[src/rtl/grid_row_clear_if.sv]
// Port bundle between the grid-update/scoring logic (master) and the row clearer (slave).
interface grid_row_clear_if #(
    parameter int COLS  = 4,
    parameter int ROWS  = 3,
    parameter int CNT_W = 4,
    parameter int TOT_W = 8
);
    logic                 load;
    logic [ROWS*COLS-1:0] ain;
    logic                 start;
    logic [ROWS*COLS-1:0] grid;
    logic [ROWS-1:0]      f;
    logic                 busy;
    logic                 done;
    logic [CNT_W-1:0]     cleared;
    logic [TOT_W-1:0]     total;

    modport master (output load, ain, start,
                    input  grid, f, busy, done, cleared, total);
    modport slave  (input  load, ain, start,
                    output grid, f, busy, done, cleared, total);
endinterface

[src/rtl/grid_row_clear.sv]
// Holds a ROWS x COLS occupancy grid; on start repeatedly removes the lowest-index full row
// and collapses the rows above it until no full row remains.
module grid_row_clear #(
    parameter int COLS  = 4,
    parameter int ROWS  = 3,
    parameter int CNT_W = 4,
    parameter int TOT_W = 8
) (
    input  logic             clk,
    input  logic             reset,
    grid_row_clear_if.slave  bus
);
    localparam int N  = ROWS * COLS;
    localparam int KW = (ROWS > 1) ? $clog2(ROWS) : 1;

    typedef enum logic [1:0] {IDLE, SCAN, CLEAR, DONE} state_t;

    state_t           state, state_nxt;
    logic [N-1:0]     grid_q, grid_shift;
    logic [ROWS-1:0]  f;
    logic [KW-1:0]    k_q, k_sel;
    logic             found;
    logic [CNT_W-1:0] cleared_q;
    logic [TOT_W-1:0] total_q;

    // Lowest-index full row wins; k_sel is its index.
    always_comb begin
        f     = '0;
        k_sel = '0;
        found = 1'b0;
        for (int r = 0; r < ROWS; r++) begin
            if (!found && (&grid_q[r*COLS +: COLS])) begin
                f[r]  = 1'b1;
                k_sel = KW'(r);
                found = 1'b1;
            end
        end
    end

    // Row k is dropped: rows 0..k-1 move down one, a blank row enters at the top.
    always_comb begin
        grid_shift = grid_q;
        for (int i = 0; i < ROWS; i++) begin
            if (i <= int'(k_q)) begin
                if (i == 0) grid_shift[i*COLS +: COLS] = '0;
                else        grid_shift[i*COLS +: COLS] = grid_q[(i-1)*COLS +: COLS];
            end
        end
    end

    always_ff @(posedge clk) begin
        if (reset) state <= IDLE;
        else       state <= state_nxt;
    end

    always_comb begin
        state_nxt = state;
        case (state)
            IDLE:    if (!bus.load && bus.start) state_nxt = SCAN;
            SCAN:    state_nxt = (f != '0) ? CLEAR : DONE;
            CLEAR:   state_nxt = SCAN;
            DONE:    state_nxt = IDLE;
            default: state_nxt = IDLE;
        endcase
    end

    always_ff @(posedge clk) begin
        if (reset) begin
            grid_q    <= '0;
            k_q       <= '0;
            cleared_q <= '0;
            total_q   <= '0;
        end else begin
            case (state)
                IDLE: begin
                    if (bus.load)       grid_q    <= bus.ain;
                    else if (bus.start) cleared_q <= '0;
                end
                SCAN:  k_q <= k_sel;
                CLEAR: begin
                    grid_q    <= grid_shift;
                    cleared_q <= cleared_q + CNT_W'(1);
                    if (total_q != '1) total_q <= total_q + TOT_W'(1);
                end
                default: ;
            endcase
        end
    end

    assign bus.grid    = grid_q;
    assign bus.f       = f;
    assign bus.busy    = (state == SCAN) || (state == CLEAR);
    assign bus.done    = (state == DONE);
    assign bus.cleared = cleared_q;
    assign bus.total   = total_q;
endmodule
[src/flat_wrapper.sv]
// flat-port wrapper written by rule: the top's interface ports become plain ports
module grid_row_clear_flat 
#(
    parameter int COLS  = 4,
    parameter int ROWS  = 3,
    parameter int CNT_W = 4,
    parameter int TOT_W = 8
)
  (clk, reset, bus_load, bus_ain, bus_start, bus_grid, bus_f, bus_busy, bus_done, bus_cleared, bus_total);
  grid_row_clear_if #(.COLS(COLS), .ROWS(ROWS), .CNT_W(CNT_W), .TOT_W(TOT_W)) bus_i ();
  input  logic clk;
  input  logic reset;
  input wire logic [$bits(bus_i.load)-1:0] bus_load;
  input wire logic [$bits(bus_i.ain)-1:0] bus_ain;
  input wire logic [$bits(bus_i.start)-1:0] bus_start;
  output wire logic [$bits(bus_i.grid)-1:0] bus_grid;
  output wire logic [$bits(bus_i.f)-1:0] bus_f;
  output wire logic [$bits(bus_i.busy)-1:0] bus_busy;
  output wire logic [$bits(bus_i.done)-1:0] bus_done;
  output wire logic [$bits(bus_i.cleared)-1:0] bus_cleared;
  output wire logic [$bits(bus_i.total)-1:0] bus_total;
  assign bus_i.load = bus_load;
  assign bus_i.ain = bus_ain;
  assign bus_i.start = bus_start;
  assign bus_grid = bus_i.grid;
  assign bus_f = bus_i.f;
  assign bus_busy = bus_i.busy;
  assign bus_done = bus_i.done;
  assign bus_cleared = bus_i.cleared;
  assign bus_total = bus_i.total;
  grid_row_clear #(.COLS(COLS), .ROWS(ROWS), .CNT_W(CNT_W), .TOT_W(TOT_W)) u_core (.clk(clk), .reset(reset), .bus(bus_i));
endmodule
[config.mk]
export PLATFORM = sky130hd
export DESIGN_NAME = grid_row_clear_flat
export DESIGN_NICKNAME = d
export VERILOG_FILES = /design/src/rtl/grid_row_clear_if.sv /design/src/rtl/grid_row_clear.sv /design/src/flat_wrapper.sv
export SDC_FILE = /design/constraint.sdc
export NUM_CORES = 1
export LEC_CHECK = 0
export CAP_MARGIN = 20
export CORE_ASPECT_RATIO = 1.5
export CORE_MARGIN = 5
export CORE_UTILIZATION = 45
export DETAILED_ROUTE_END_ITERATION = 16
export PLACE_DENSITY_LB_ADDON = 0.08
export SLEW_MARGIN = 20
export SYNTH_ARGS = -nofsm -noshare
export SYNTH_HDL_FRONTEND = slang
export SYNTH_SLANG_ARGS = --single-unit
export TNS_END_PERCENT = 100
[constraint.sdc]
create_clock -name clk -period 3.4 [get_ports clk]
set_input_delay 0.51 -clock clk [delete_from_list [all_inputs] [get_ports clk]]
set_output_delay 0.51 -clock clk [all_outputs]
set_load 0.005 [all_outputs]
==> metrics.md, run 1 <==
| Metric | Value |
|---|---|
| Worst Setup End Kind | primary output |
| Die Height | slightly below 80 um |
| Skew-Pair Late Insertion Delay | about 0.27 ns |
| Drt wl/cell | ~15 um |
| Inst Count DP | between 200 and 250 |
| #FFs+latches synth | 28 |
| Outcome | finished, final reports clean |
| Final core occ | 64.78% |
| I/O Buffers | 44 |
| First-pass DRT Iterations | 4 |
| Leak | 0.0006838 uW |
| Part of the power in registers | between 40 and 50% |
| Worst Path Max Fanout | 3 |
| Hold Path Class | reg2reg |
| Total Wirelength | approximately 3400 um |
| First-pass GRT wire length | roughly 5700 um |
| Adder-cell share of the synthesized area | under 10% |
| CTS root buf | clkbuf_8 |
| Initial Util | ~47% |
| Mux contribution to synthesized area | 10.57% |
| Setup crit start kind | flop |
| Non-Filler Instances | 230 |
| Initial antenna violation count | 0 |
| Vias in the first global route | between 1000 and 1500 |
| Overflow after GRT | 0 |
| Initial DRC count | 26 |
| Slew margin rel. | between 30% and 40% |
| Syn avg cell area | 9.274 um^2 |
| Post-Synth XOR/XNOR Area | ~1.3% |
| Measured slew at the worst slew-check pin | 1.011 ns |
| Highest Clock Rate | about 460 MHz |
| Hpwl dp | about 2600 um |
| Synthesized instance count | ~150 |
| Largest net degree at the start of global routing | 30 |
| # H-tree levels | 1 |
| WS Path Type | reg2out |
| Final Hold Fails | 0 |
| Synthesis-to-finish area growth | 37.47% |
| Synthesized-area fraction occupied by and/or/nand/nor cells | 21.97% |
| Total clock sinks | 28 |
| Post-CTS Setup Bufs | 0 |
| Post-synth EDFFs | 0 |
| Fin Hold WS | 0.5013 ns |
| Fin Setup TNS | 0 ns |
| Dpl ws | 1.293 ns |
| # diodes | 0 |
| Count of maximum capacitance violations | 0 |
| Syn nets | approximately 170 |
| Compound-Gate Fraction of Synth Area | 15.86% |
| YS warnings | 0 |
| Final Setup Violations | 0 |
| Register area share after synthesis | between 40% and 50% |
| Critical Path RT | around 2.9 ns |
| Sw Pwr | ~240 uW |
| Fin crit share | between 60 and 70% |
| Fin. max-slew vios | 0 |
| Post-CTS sizing | 0 |
| Clock buffer depth | 2 |
| Clock Power Share | between 20% and 30% |
| Largest family of logic cells by synthesized area | simple AND/OR/NAND/NOR gates |
| Largest cells by area after synthesis | dfxtp_1 41%, mux2i_1 8.8%, nor2_1 7.4%, ha_1 6.4%, a211oi_1 5.5% |
| Net Sw Frac | between 20% and 30% |
| Total track usage | 17.25% |
| Synthesized area | between 1000 and 1500 um^2 |
| Placer congestion estimate | 0.6951 |
| Hold buffer count at cts | 0 |
| DRC violations left | 0 |
| Combinational fraction of design power | between 30 and 40% |
| Crit path time final | roughly 2.2 ns |
| Die Width | ~55 um |
| Asr flop ratio synth | 0% |
| VDD IR max | ~0.29 mV |
| TritonCTS Buffers | 3 |
| DR vias/cell | ~5.4 |
| PD cells | ~430 nW/um^2 |
| Post-synth top flop | dfxtp_1 |
| Layout Skew | 0.001923 ns |
| NumNets Final | around 220 |
| Leading area contributor after synthesis | dfxtp_1 |
| Core Footprint | 2913 um^2 |
| RSZ-0062 raised after global routing | false |
| IO Pins | 45 |
| Yosys cell types | 37 |
| Commonest cells in the netlist | 28 x dfxtp_1, 27 x nor2_1, 12 x mux2i_1 |
| Internal | approximately 570 uW |
| Worst Setup Slack, final | 1.214 ns |
| Full die area | between 4000 and 5000 um^2 |
| Via count | between 1000 and 1500 |
| Data arrival, critical path | 1.68 ns |
| TritonCTS clock tree | done |
| Worst-path clk slew | 0.09 ns |
| Layout cells sized above 1 | under 10% |
| Post-route ant nets | 0 |
| Count leader, synth | dfxtp_1 |
| Share of the synthesized area in the top cell type | about two fifths |
| Placement Rows | 24 |
[cell usage in the layout, fill, tap and decap left out, types with 4 or more instances in the layout]
master	netlist	routed
clkdlybuf4s50_1	0	44
dfxtp_1	28	28
nor2_1	27	27
mux2i_1	12	12
a211oi_1	10	10
nand3_1	8	8
ha_1	7	7
inv_1	5	5
nand2_1	5	5
a21oi_1	4	4
a22oi_1	4	4
[cells by family after synthesis]
group / count (synthesis)
adders and majority gates: 7
buffers and inverters: 10
DFF: 28
and+or+nand+nor: 59
muxes: 14
xor gates and xnor gates: 2
AOI/OAI and AO/OA: 28
[power groups by stage]
| stage | clock network [uW] | registers [uW] | logic, uW |
|---|---|---|---|
| 6_report | 173 | 395 | 248 |
| 5_1_grt | 193 | 400 | 269 |
| 4_1_cts | 178 | 394 | 251 |
| 3_5_place_dp | 0 | 402 | 248 |
| 3_3_place_gp | 0 | 401 | 242 |
| 2_1_floorplan | 0 | 396 | 138 |
[registers in the layout, summed over array words and instances (netlist names)]
name                cells
u_core.bus.cleared      4
u_core.bus.grid        12
u_core.k_q              2
u_core.bus.total        8
u_core.state            2
[critical path, stage by stage, from the launching register on]
cell and delay, ns:
dfxtp_1 0.38, nand4_1 0.18, nor3b_1 0.30, clkdlybuf4s50_1 0.55
[path summary, 6_finish.rpt]
kind                                          start                  to  slack [ns]  cells past startpoint
worst max-delay path            u_core.bus.grid[11]            bus_f[2]        1.21                      3
worst min-delay path                  u_core.k_q[0]       u_core.k_q[0]        0.50                      2
worst max register to register      u_core.state[1]  u_core.bus.grid[7]        1.59                      5
worst min register to register        u_core.k_q[0]       u_core.k_q[0]        0.50                      2
[layer usage]
layer / vias to the layer above / wire length, um / global-route usage, %
met4: 0 / 36 / 4.866
met3: 6 / 154 / 3.257
met2: 35 / 1766 / 29.50
met1: 582 / 1434 / 21.17
li1: 625 / - / -
met5: - / 0 / 0
[cell type report]
class / instances / area, um^2
inverter: 5 / 18.77
fill: 272 / 1026
timing repair buffer: 45 / 447.9
tap: 39 / 48.80
multi-input combinational: 110 / 769.5
sequential: 28 / 560.5
clock buffer: 3 / 41.29
[per-stage QoR]
stage / cell area, um^2 / power, uW
2_1_floorplan: 1373 / 533.7
3_3_place_gp: 1846 / 642.4
3_5_place_dp: 1846 / 649.8
4_1_cts: 1887 / 822.6
5_1_grt: 1887 / 862.2
6_report: 1887 / 816.2
Power figures use the tool's default switching activity.
==> inputs of run 2 (changes only) <==
--- a/config.mk
+++ b/config.mk
@@ -8,7 +8,7 @@
 export CAP_MARGIN = 20
 export CORE_ASPECT_RATIO = 1.5
 export CORE_MARGIN = 5
-export CORE_UTILIZATION = 45
+export CORE_UTILIZATION = 41
 export DETAILED_ROUTE_END_ITERATION = 16
 export PLACE_DENSITY_LB_ADDON = 0.08
 export SLEW_MARGIN = 20
==> constraint.sdc (replaced) <==
create_clock -name clk -period 1.8 [get_ports clk]
set_input_delay 0.27 -clock clk [delete_from_list [all_inputs] [get_ports clk]]
set_output_delay 0.27 -clock clk [all_outputs]
set_load 0.005 [all_outputs]
==> run 2 against run 1 <==
Net effect:
- first-iteration DRC count fell by 38%
- global-route usage down 2.5 points
- count of clock-buffer cells in the layout is the same
- critical path type unchanged
- critical endpoint unchanged
==> metrics.md, run 2 (same netlist as run 1, synthesis figures left out) <==
| Metric | Value |
|---|---|
| Outcome | finished, final reports clean (unchanged) |
| Hpwl dp | 2552 um (was 2589 um) |
| Critical Path RT | 1.53 ns (was 2.89 ns) |
| Net Sw Frac | 29.18% (was 29.84%) |
| DR vias/cell | 5.238 (was 5.426) |
| TritonCTS clock tree | done (unchanged) |
| Internal | 1122 uW (was 572.6 uW) |
| Data arrival, critical path | 1.45 ns (was 1.68 ns) |
| Full die area | 4629 um^2 (was 4278 um^2) |
| Slew margin rel. | 72.39% (was 32.38%) |
| Worst-path clk slew | 0.09 ns (about the same) |
| Via count | 1257 (was 1248) |
| IO Pins | 45 (unchanged) |
| Post-DP Area | 1907 um^2 (was 1846 um^2) |
| Synthesis-to-finish area growth | 44.48% (was 37.47%) |
| # H-tree levels | 1 (unchanged) |
| Overflow after GRT | 0 (unchanged) |
| Total track usage | 14.77% (was 17.25%) |
| Combinational fraction of design power | 32.0% (was 30.3%) |
| Worst Setup End Kind | primary output (unchanged) |
| Final Hold Fails | 0 (unchanged) |
| NumNets Final | 225 (was 216) |
| DRC violations left | 0 (unchanged) |
| Initial DRC count | 16 (was 26) |
| Fillers | 318 (was 272) |
| VDD IR max | 0.4227 mV (was 0.2897 mV) |
| Worst Path Max Fanout | 4 (was 3) |
| Largest net degree at the start of global routing | 20 (was 30) |
| Setup crit start kind | flop (unchanged) |
| Measured slew at the worst slew-check pin | 0.4061 ns (was 1.011 ns) |
| Most frequent cells in the layout | 42 x clkdlybuf4s50_1, 26 x nor2_1, 21 x dfxtp_1, 12 x mux2i_1 (was 44 x clkdlybuf4s50_1, 28 x dfxtp_1, 27 x nor2_1, 12 x mux2i_1, 10 x a211oi_1) |
| Core Footprint | 3191 um^2 (was 2913 um^2) |
| R2r worst-path depth | 5 (unchanged) |
| Total Wirelength | 3332 um (was 3391 um) |
| Layout Skew | 0.005401 ns (was 0.001923 ns) |
| Fin Setup TNS | 0 ns (unchanged) |
| Placement Rows | 25 (was 24) |
| Fin crit share | 95.55% |
| Clock Power Share | 21.2% (about the same) |
| Drt wl/cell | 13.88 um (was 14.74 um) |
| Leak | 0.0007563 uW (was 0.0006838 uW) |
| Hold Path Class | reg2reg (unchanged) |
| Total clock sinks | 28 (unchanged) |
| WS Path Type | reg2out (unchanged) |
| Initial antenna violation count | 0 (unchanged) |
| Placer congestion estimate | 0.7136 (was 0.6951) |
| Die Width | 57.24 um (was 55.10 um) |
| Max reg flops | 12 (unchanged) |
| TritonCTS Buffers | 3 (unchanged) |
| Count of maximum capacitance violations | 0 (unchanged) |
| Final Cell Area | 1983 um^2 (was 1887 um^2) |
| Initial Util | 43.02% (was 47.12%) |
| RSZ-0062 raised after global routing | false (unchanged) |
| Fin. max-slew vios | 0 (unchanged) |
| First-pass GRT wire length | 5416 um (was 5651 um) |
| Final Setup Violations | 0 (unchanged) |
| I/O Buffers | 44 (unchanged) |
| Highest Clock Rate | roughly 580 MHz |
| First-pass DRT Iterations | 2 (was 4) |
| Commonest non-fill, non-tap cell in the layout | clkdlybuf4s50_1 (unchanged) |
| Worst Hold Depth | 2 (unchanged) |
| Hold buffer count at cts | 0 (unchanged) |
| Skew-Pair Late Insertion Delay | 0.27 ns (about the same) |
| PD cells | 798.6 nW/um^2 (was 432.6 nW/um^2) |
| Vias in the first global route | 1269 (was 1259) |
| Die Height | 80.87 um (was 77.64 um) |
| Sw Pwr | 462.2 uW (was 243.5 uW) |
| Part of the power in registers | 46.8% (was 48.4%) |
| # diodes | 0 (unchanged) |
| Crit path time final | around 1.7 ns |
| Clock buffer depth | 2 (unchanged) |
| Layout cells sized above 1 | 15.00% (was 5.236%) |
| Post-route ant nets | 0 (unchanged) |
| CTS root buf | clkbuf_8 (unchanged) |
-- run 2: changes by cell type in the layout (fill, tap and decap cells not counted), moves of 2 or more --
cell,before,now
buf_4,1,10
dfxtp_2,0,6
clkdlybuf4s50_1,44,42
dfxtp_1,28,21
-- run 2: cell type report --
class | count | area (um^2) | share of cell area [%]
Multi-Input combinational cell | 110 | 784.5 | 39.56
Clock buffer | 3 | 41.29 | 2.082
Tap cell | 40 | 50.05 | 2.524
Timing Repair Buffer | 54 | 516.7 | 26.06
Sequential cell | 28 | 571.8 | 28.83
Inverter | 5 | 18.77 | 0.9464
-- run 2: routing by layer --
| layer | GRT usage, % | wire length (um) | up-vias |
|---|---|---|---|
| met5 | 0 | 0 | - |
| met4 | 6.961 | 61 | 0 |
| met3 | 3.339 | 165 | 5 |
| met2 | 26.20 | 1734 | 27 |
| met1 | 16.54 | 1371 | 579 |
| li1 | - | - | 646 |
-- run 2: through the flow --
stage	setup WS, ns	hold WS, ns	std cells	power [uW]	utilization, %
4_1_cts	0.001837	0.4970	240	1598	61.53
3_3_place_gp	0.1823	0.4807	236	1252	59.76
6_report	0.08012	0.4963	240	1584	62.16
5_1_grt	0.02156	0.5273	240	1683	62.16
2_1_floorplan	0.2598	0.4183	148	1008	-
3_5_place_dp	0.1576	0.4848	236	1260	59.76
-- run 2: power by group through the flow --
stage          Combinational, uW  Clock (uW)  Sequential, uW
4_1_cts                      515         348             735
3_3_place_gp                 506           0             745
6_report                     508         336             741
2_1_floorplan                260           0             748
5_1_grt                      557         373             752
3_5_place_dp                 511           0             749
-- run 2: path summary, 6_finish.rpt --
kind / startpoint / endpoint / slack, ns
worst max-delay path: u_core.bus.grid[5] / bus_f[2] / 0.08
worst min-delay path: u_core.state[1] / u_core.state[1] / 0.50
worst max register to register: u_core.state[0] / u_core.bus.cleared[3] / 0.12
worst min register to register: u_core.state[1] / u_core.state[1] / 0.50
-- run 2: timing repair --
action	4_1_cts	5_1_grt
endpoints found under the setup margin	3	3
setup buffers	1	0
gates resized for setup	4	12
pin swaps	2	2
-- run 2: worst max-delay path, cell delays in order, from the launching register on --
cell,delay [ns]
dfxtp_4,0.37
nand4_1,0.19
buf_4,0.20
nor3b_2,0.15
dlygate4sd2_1,0.26
